--- config.mk ---
export PLATFORM = sky130hd
export DESIGN_NAME = event_latch_server
export DESIGN_NICKNAME = d
export VERILOG_FILES = /design/src/rtl/event_pkg.sv /design/src/rtl/event_flag_bank.sv /design/src/rtl/event_latch_server.sv
export SDC_FILE = /design/constraint.sdc
export NUM_CORES = 1
export LEC_CHECK = 0
export ABC_AREA = 1
export ABC_CLOCK_PERIOD_IN_PS = 2410
export BUFFER_PORTS_ARGS = -buffer_cell sky130_fd_sc_hd__buf_2
export CELL_PAD_IN_SITES_DETAIL_PLACEMENT = 0
export CELL_PAD_IN_SITES_GLOBAL_PLACEMENT = 2
export CORE_UTILIZATION = 26
export CTS_BUF_LIST = sky130_fd_sc_hd__clkbuf_8
export CTS_CLUSTER_DIAMETER = 150
export DETAILED_ROUTE_END_ITERATION = 6
export MAX_ROUTING_LAYER = met4
export PLACE_DENSITY_LB_ADDON = 0.3
export SLEW_MARGIN = 0
export SYNTH_ARGS = -nofsm -noshare
export SYNTH_HDL_FRONTEND = slang
export SYNTH_SLANG_ARGS = --single-unit
export TNS_END_PERCENT = 50
--- constraint.sdc ---
create_clock -name clk -period 2.41 [get_ports clk]
set_input_delay 0.241 -clock clk [delete_from_list [all_inputs] [get_ports clk]]
set_output_delay 0.241 -clock clk [all_outputs]
set_load 0.02 [all_outputs]
--- src/rtl/event_pkg.sv ---
// event_pkg: shared FSM state type and lowest-index priority encoder for the event latch server.
package event_pkg;
  typedef enum logic [1:0] {IDLE, PRESENT, HOLD} state_t;
  typedef struct packed {
    logic       found;
    logic [3:0] idx;
  } sel_t;
  function automatic sel_t lowest_set(input logic [15:0] v);
    sel_t s;
    s = '0;
    for (int i = 15; i >= 0; i--)
      if (v[i]) begin
        s.found = 1'b1;
        s.idx   = 4'(i);
      end
    return s;
  endfunction
endpackage

--- src/rtl/event_flag_bank.sv ---
// event_flag_bank: N synchronous set/reset flags with optional edge detect and clear-dominant update.
module event_flag_bank #(
  parameter int N    = 4,
  parameter bit EDGE = 1
) (
  input  logic         clk,
  input  logic         res,
  input  logic [N-1:0] ev,
  input  logic [N-1:0] clr,
  input  logic [N-1:0] ack_clear,
  output logic [N-1:0] pending
);
  logic [N-1:0] r_ev_d, r_pending, w_set;
  assign w_set   = EDGE ? ev & ~r_ev_d : ev;
  assign pending = r_pending;
  always_ff @(posedge clk) begin
    if (res) begin
      r_pending <= '0;
      r_ev_d    <= '0;
    end else begin
      r_pending <= ~(clr | ack_clear) & (r_pending | w_set);
      r_ev_d    <= ev;
    end
  end
endmodule

--- src/rtl/event_latch_server.sv ---
// event_latch_server: latches event flags and serves them by fixed priority over a 4-phase req/ack handshake.
module event_latch_server
  import event_pkg::*;
#(
  parameter  int N     = 4,
  parameter  bit EDGE  = 1,
  localparam int IDX_W = $clog2(N)
) (
  input  logic             clk,
  input  logic             res,
  input  logic [N-1:0]     ev,
  input  logic [N-1:0]     clr,
  input  logic [N-1:0]     mask,
  output logic [N-1:0]     pending,
  output logic             req,
  output logic [IDX_W-1:0] idx,
  input  logic             ack,
  output logic             busy
);
  state_t           r_state, w_next;
  logic [IDX_W-1:0] r_idx, w_next_idx;
  logic             r_req;
  logic [N-1:0]     w_ack_clear;
  sel_t             w_sel;
  event_flag_bank #(.N(N), .EDGE(EDGE)) u_bank (
    .clk(clk), .res(res), .ev(ev), .clr(clr), .ack_clear(w_ack_clear), .pending(pending)
  );
  assign w_sel       = lowest_set(16'(pending & ~mask));
  assign w_ack_clear = (r_state == PRESENT && ack) ? N'(1) << r_idx : '0;
  always_comb begin
    w_next     = r_state;
    w_next_idx = r_idx;
    if (r_state == IDLE && w_sel.found) begin
      w_next     = PRESENT;
      w_next_idx = IDX_W'(w_sel.idx);
    end
    if (r_state == PRESENT)
      w_next = ack ? HOLD : (clr[r_idx] || mask[r_idx]) ? IDLE : PRESENT;
    if (r_state == HOLD)
      w_next = ack ? HOLD : IDLE;
  end
  always_ff @(posedge clk) begin
    if (res) begin
      r_state <= IDLE;
      r_idx   <= '0;
      r_req   <= 1'b0;
    end else begin
      r_state <= w_next;
      r_idx   <= w_next_idx;
      r_req   <= (w_next == PRESENT);
    end
  end
  assign req  = r_req;
  assign idx  = r_idx;
  assign busy = (r_state != IDLE);
endmodule
==> results of run 1 <==
==> logic make-up after synthesis <==
kind of cell / Yosys count
AOI/OAI and AO/OA: 6
and+or+nand+nor: 54
DFF: 13
buffers and inverters: 17
==> sequential cells by signal (all words and copies together), names as in the netlist <==
register / flops
idx: 2
r_state: 2
req: 1
u_bank.pending: 4
u_bank.r_ev_d: 4
==> final cells by class <==
class	instances	area, um2
clock buffers	3	41.3
clock inverters	1	3.75
fillers	245	1280
inverters	16	60.1
multi-input cells	60	268
flip-flops and latches	13	260
well taps	27	33.8
repair buffers	22	110
==> per-stage QoR <==
step | util, % | setup WS (ns) | hold slack, ns | power (mW)
after global placement | 35.5 | 1.33 | 0.423 | 0.320
after detailed placement | 35.5 | 1.31 | 0.425 | 0.321
after floorplan | - | 1.31 | 0.319 | 0.291
after global routing | 37.7 | 1.16 | 0.167 | 0.538
final | 37.7 | 1.21 | 0.178 | 0.502
after CTS | 37.7 | 1.21 | 0.167 | 0.515
==> cells in the mapped netlist <==
cell type,instances,area share (%)
nand3b_1,1,1.3
nor2_4,1,1.9
nor2_2,1,1.1
o21ai_1,2,1.7
a21oi_1,3,2.5
inv_2,1,0.63
nor2_1,24,15
nor4_1,4,4.2
nor3_1,2,1.7
nand2_1,18,11
buf_4,1,1.3
dfxtp_1,13,44
a21oi_2,1,1.5
inv_1,15,9.5
nand2_2,1,1.1
nand3_1,2,1.7
==> final timing paths <==
path	slack, ns	from	to	depth (start not counted)
setup reg to reg	1.28	idx[1]$_SDFFE_PP0P_	req$_SDFF_PP0_	7
hold reg to reg	0.51	u_bank.pending[0]$_SDFF_PP0_	u_bank.pending[0]$_SDFF_PP0_	2
hold / removal	0.18	clr[3]	u_bank.pending[3]$_SDFF_PP0_	2
setup / recovery	1.21	idx[1]$_SDFFE_PP0P_	idx[1]	1
==> metal layers <==
layer	part of all wire, %	GRT usage [%]	vias up
li1	-	-	326
met1	51	17.7	260
met2	43	20.0	15
met3	4.7	2.78	2
met4	0.96	7.14	0
met5	0	-	-
==> where the power goes <==
group          total, mW  internal (mW)  switching, mW
Clock              0.186          0.112         0.0742
Combinational     0.0761         0.0297         0.0464
Sequential         0.239          0.228         0.0116
Total              0.502          0.369          0.132
==> cells in the final DEF (no fill, tap or decap) <==
| cell | synthesis | routed |
|---|---|---|
| nand2_1 | 18 | 18 |
| a21oi_1 | 3 | 3 |
| nor2_2 | 1 | 1 |
| nor2_4 | 1 | 1 |
| o21ai_1 | 2 | 2 |
| nor4_1 | 4 | 4 |
| dfxtp_1 | 13 | 13 |
| a21oi_2 | 1 | 1 |
| inv_1 | 15 | 16 |
| nand2_2 | 1 | 1 |
| nand3b_1 | 1 | 1 |
| nor3_1 | 2 | 2 |
| buf_2 | 0 | 22 |
| inv_2 | 1 | 1 |
| nor2_1 | 24 | 24 |
| clkbuf_8 | 0 | 3 |
| nand3_1 | 2 | 2 |
==> worst reg2reg max path, cell delays in order, from the launching register on <==
cell and delay, ns:
dfxtp_1 0.49, nand2_1 0.11, nor2_1 0.12, nor2_1 0.05
nand3_1 0.07, nand2_1 0.07, nand2_2 0.07, nor2_2 0.03
==> flow_metrics.tcl, run 1 <==
set metrics [dict create \
    outcome "complete, no violations" \
    post-route-period-util_pct 49.7 \
    crit_chain "buf_2" \
    syn_nets 105 \
    worstPathArrival_ns 0.96 \
    critPathRequiredTime_ns 2.17 \
    die_area_um2 2490 \
    cp_slowest_stage_delay_ns 0.49 \
    finalSetupTns_ns 0 \
    fin_crit_ns 1.20 \
    worst_slew_pin_slew_ns 0.306 \
    nNetsFinal 131 \
    ys_seq_area_share_pct 43.7 \
    grt_pass1_vias 572 \
    cap_violations 0 \
    cp-start-kind "flip-flop" \
    final_max_slew_viol_count 0 \
    synthXorXnorAreaFrac_pct 0 \
    crit_slowest_cell "dfxtp_1" \
    dpl_cell_area_um2 732 \
    cts_tree "yes" \
    hold_class "primary input to flip-flop" \
    rsz0062_at_grt "false" \
    critPathTopFamily "flip-flops" \
    core.rowCount 16 \
    yosys.area_share.simple_pct 39.3 \
    ys_types 16 \
    grt_max_degree 11 \
    cellLeakagePower_nw 0.436 \
    die_x_um 49.9 \
    cts_inserted_buffers 3 \
    setup_viol 0 \
    syn_area_um2 596 \
    finalHoldViolations 0 \
    synth-compound-area-share_pct 5.67 \
    dp_cells 138 \
    cp-end-kind "output port" \
    syn_inst 90 \
    synthAdderAreaFrac_pct 0 \
    drt_pass1_iterations 2 \
    viasPerCell 4.25 \
    ys_seq_elements 13 \
    max_slew_margin_pct 79.5 \
    postRouteAntennaNets 0 \
    io_pins 23 \
    drt-wirelength-per-cell_um 9.51 \
    avgSynthCellArea_um2 6.62 \
    path_buf_inv 1 \
    htreeDepth 1 \
    synthMuxAreaShare_pct 0 \
    final_layout_size_suffix_gt1_share_pct 26.1 \
    path_max_fanout 8 \
    grt_use_total_pct 13.7 \
    vias 603 \
    syn2layout_area_growth_pct 30.5 \
    start_util_pct 28.9 \
    worst-setup-path-type "flip-flop to output port" \
    antennaDiodeCount 0 \
    grt_pass1_wl_um 2450 \
    cts_hold_buffers 0 \
    io_buffers 22 \
    p_per_area_nw_per_um2 646 \
    fin_cells 142 \
    clockBufferDepth 2 \
    grt_overflow 0 \
    synth_top_family_by_area "simple AND/OR/NAND/NOR gates" \
    clk_pin_slew_ns 0.06 \
    postCtsSetupRepairBufs 0 \
    insertion_delay_ns 0.24 \
    cts_resized 0 \
    ys_warn_count 0 \
    core-area_um2 2060 \
    cts_sinks 13 \
    gp_congestion 0.735 \
    vdd_drop_max_mv 0.276 \
    fmax_mhz 834 \
    drt-total-wl_um 1350 \
    cts_root_buf "clkbuf_8" \
    finClkSkew_ns 0.00367 \
    antenna_found_initial 0 \
    first_iter_violations 11 \
    drc 0 \
    stdcell_area_um2 777 \
    dp_hpwl_um 1070 \
    die_h_um 49.9 \
]
(Power assumes the default switching activity.)
==> run 2: changes to the inputs <==
ABC_CLOCK_PERIOD_IN_PS = 1100   (was 2410)
CORE_UTILIZATION = 22   (was 26)
clock period = 1.1 ns   (was 2.41 ns; I/O delays follow)
==> run 2 against run 1 <==
  * Wire length increased by 3.1%
  * Flip-flop and latch count did not move
  * Total power rose by 120%
  * Worst hold slack got worse by 0.13 ns
  * Die area up 17%
  * Utilization down 4.9 points
  * Global-route usage decreased by 0.70 points
  * Sequential power up 120%
  * Final cell count grew 3.5%
  * Clock power is 120% higher
  * Non-clock buffer count is 2 higher
  * Clock-buffer cell count unchanged
  * Critical path type unchanged
  * Critical endpoint is now busy
==> flow_metrics.tcl, run 2 (synthesis gave the netlist of run 1 again) <==
set metrics [dict create \
    outcome "complete, no violations" \
    finalPower_mw 1.12 \
    worst-setup-path-type "flip-flop to output port" \
    critPathRequiredTime_ns 0.99 \
    cp-start-kind "flip-flop" \
    p_per_area_nw_per_um2 1360 \
    cap_violations 0 \
    grt_pass1_vias 585 \
    final_max_slew_viol_count 0 \
    holdPathStages 2 \
    vdd_drop_max_mv 0.470 \
    drt-total-wl_um 1390 \
    max_slew_margin_pct 85.4 \
    cp-end-kind "output port" \
    clk_pin_slew_ns 0.05 \
    seqPwrFrac_pct 46.4 \
    viasPerCell 4.24 \
    dp_cells 142 \
    dp_hpwl_um 1100 \
    combPwrFrac_pct 16.9 \
    fin_cells 147 \
    layout_common_cells "nor2_1 (24), buf_2 (21), inv_1 (15)" \
    grt_use_total_pct 13.0 \
    cts_tree "yes" \
    insertion_delay_ns 0.24 \
    cellLeakagePower_nw 0.449 \
    p_sw_mw 0.298 \
    path_max_fanout 5 \
    finClkSkew_ns 0.00164 \
    fmax_mhz 967 \
    fin_util_pct 32.7 \
    drc 0 \
    die_x_um 54.0 \
    power.internal_mw 0.823 \
    ff2ff_path_depth 4 \
    core.rowCount 18 \
    grt_pass1_wl_um 2520 \
    final_common_cell "nor2_1" \
    syn2layout_area_growth_pct 38.7 \
    nFillCells 302 \
    core-area_um2 2520 \
    die_h_um 54.0 \
    vias 623 \
    first_iter_violations 6 \
    grt_overflow 0 \
    cts_sinks 13 \
    rsz0062_at_grt "true" \
    antennaDiodeCount 0 \
    antenna_found_initial 0 \
    power_frac_clock_pct 36.7 \
    start_util_pct 23.6 \
    nNetsFinal 133 \
    finalHoldViolations 0 \
    hold_class "primary input to flip-flop" \
    fin_crit_ns 1.03 \
    cts_inserted_buffers 3 \
    htreeDepth 1 \
    io_buffers 22 \
    p_sw_share_pct 26.6 \
    worstPathArrival_ns 0.92 \
    cts_root_buf "clkbuf_8" \
    drt_pass1_iterations 4 \
    worst_slew_pin_slew_ns 0.218 \
    setup_viol 0 \
    die_area_um2 2920 \
    post-route-period-util_pct 94.0 \
    io_pins 23 \
    postRouteAntennaNets 0 \
    gp_congestion 0.789 \
    clockBufferDepth 2 \
    grt_max_degree 11 \
    drt-wirelength-per-cell_um 9.48 \
    final_layout_size_suffix_gt1_share_pct 35.0 \
]
==> run 2: changes by cell type in the layout (fill, tap and decap cells not counted), sizes merged <==
cell  before  now
buf       22   24
==> run 2: final timing paths <==
check | startpoint | end | slack (ns)
min | clr[0] | u_bank.pending[0]$_SDFF_PP0_ | 0.04
max reg2reg | r_state[0]$_SDFF_PP0_ | u_bank.pending[0]$_SDFF_PP0_ | 0.10
max | r_state[0]$_SDFF_PP0_ | busy | 0.07
min reg2reg | u_bank.r_ev_d[2]$_SDFF_PP0_ | u_bank.pending[2]$_SDFF_PP0_ | 0.51
==> run 2: repair_timing <==
action                                  CTS  global route
gates cloned                              0             0
setup buffers                             0             1
endpoints found under the setup margin    1             5
resized for setup                         1            13
pin swaps                                 0             1
hold buffers                              0             0
==> run 2: layout make-up <==
type | instances | area, um2 | area share (%)
Clock buffer | 3 | 41.3 | 5.00
Timing Repair Buffer | 24 | 131 | 15.9
Inverter | 16 | 60.1 | 7.27
Sequential cell | 13 | 272 | 32.9
Multi-Input combinational cell | 60 | 280 | 33.9
Clock inverter | 1 | 3.75 | 0.455
Tap cell | 30 | 37.5 | 4.55
==> run 2: per-layer routing <==
metal	GRT usage (%)	vias up	routed length, um
met1	17.3	274	698
li1	-	326	-
met2	17.9	19	586
met4	7.69	0	28
met3	2.54	4	80
met5	-	-	0
==> run 2: worst max-delay path: stages (launching register included) <==
cell	delay [ns]
dfxtp_4	0.35
nor2_4	0.17
inv_2	0.05
buf_6	0.12
==> run 2: stage by stage <==
stage                     setup TNS [ns]  setup WS (ns)  hold WS [ns]  cell area (um2)
final                                  0         0.0659        0.0428              826
after floorplan                        0        0.00448         0.188              596
after global placement          -0.00575       -0.00575         0.293              743
after detailed placement               0        0.00495         0.294              743
after CTS                              0         0.0195        0.0355              790
after global routing            -0.00867       -0.00867        0.0435              826
==> run 2: power groups by stage <==
stage                     Sequential [mW]  Combinational (mW)  Clock (mW)
after global routing                0.524               0.219       0.461
final                               0.520               0.190       0.411
after CTS                           0.522               0.176       0.438
after floorplan                     0.548              0.0905           0
after detailed placement            0.532               0.175           0
after global placement              0.531               0.174           0
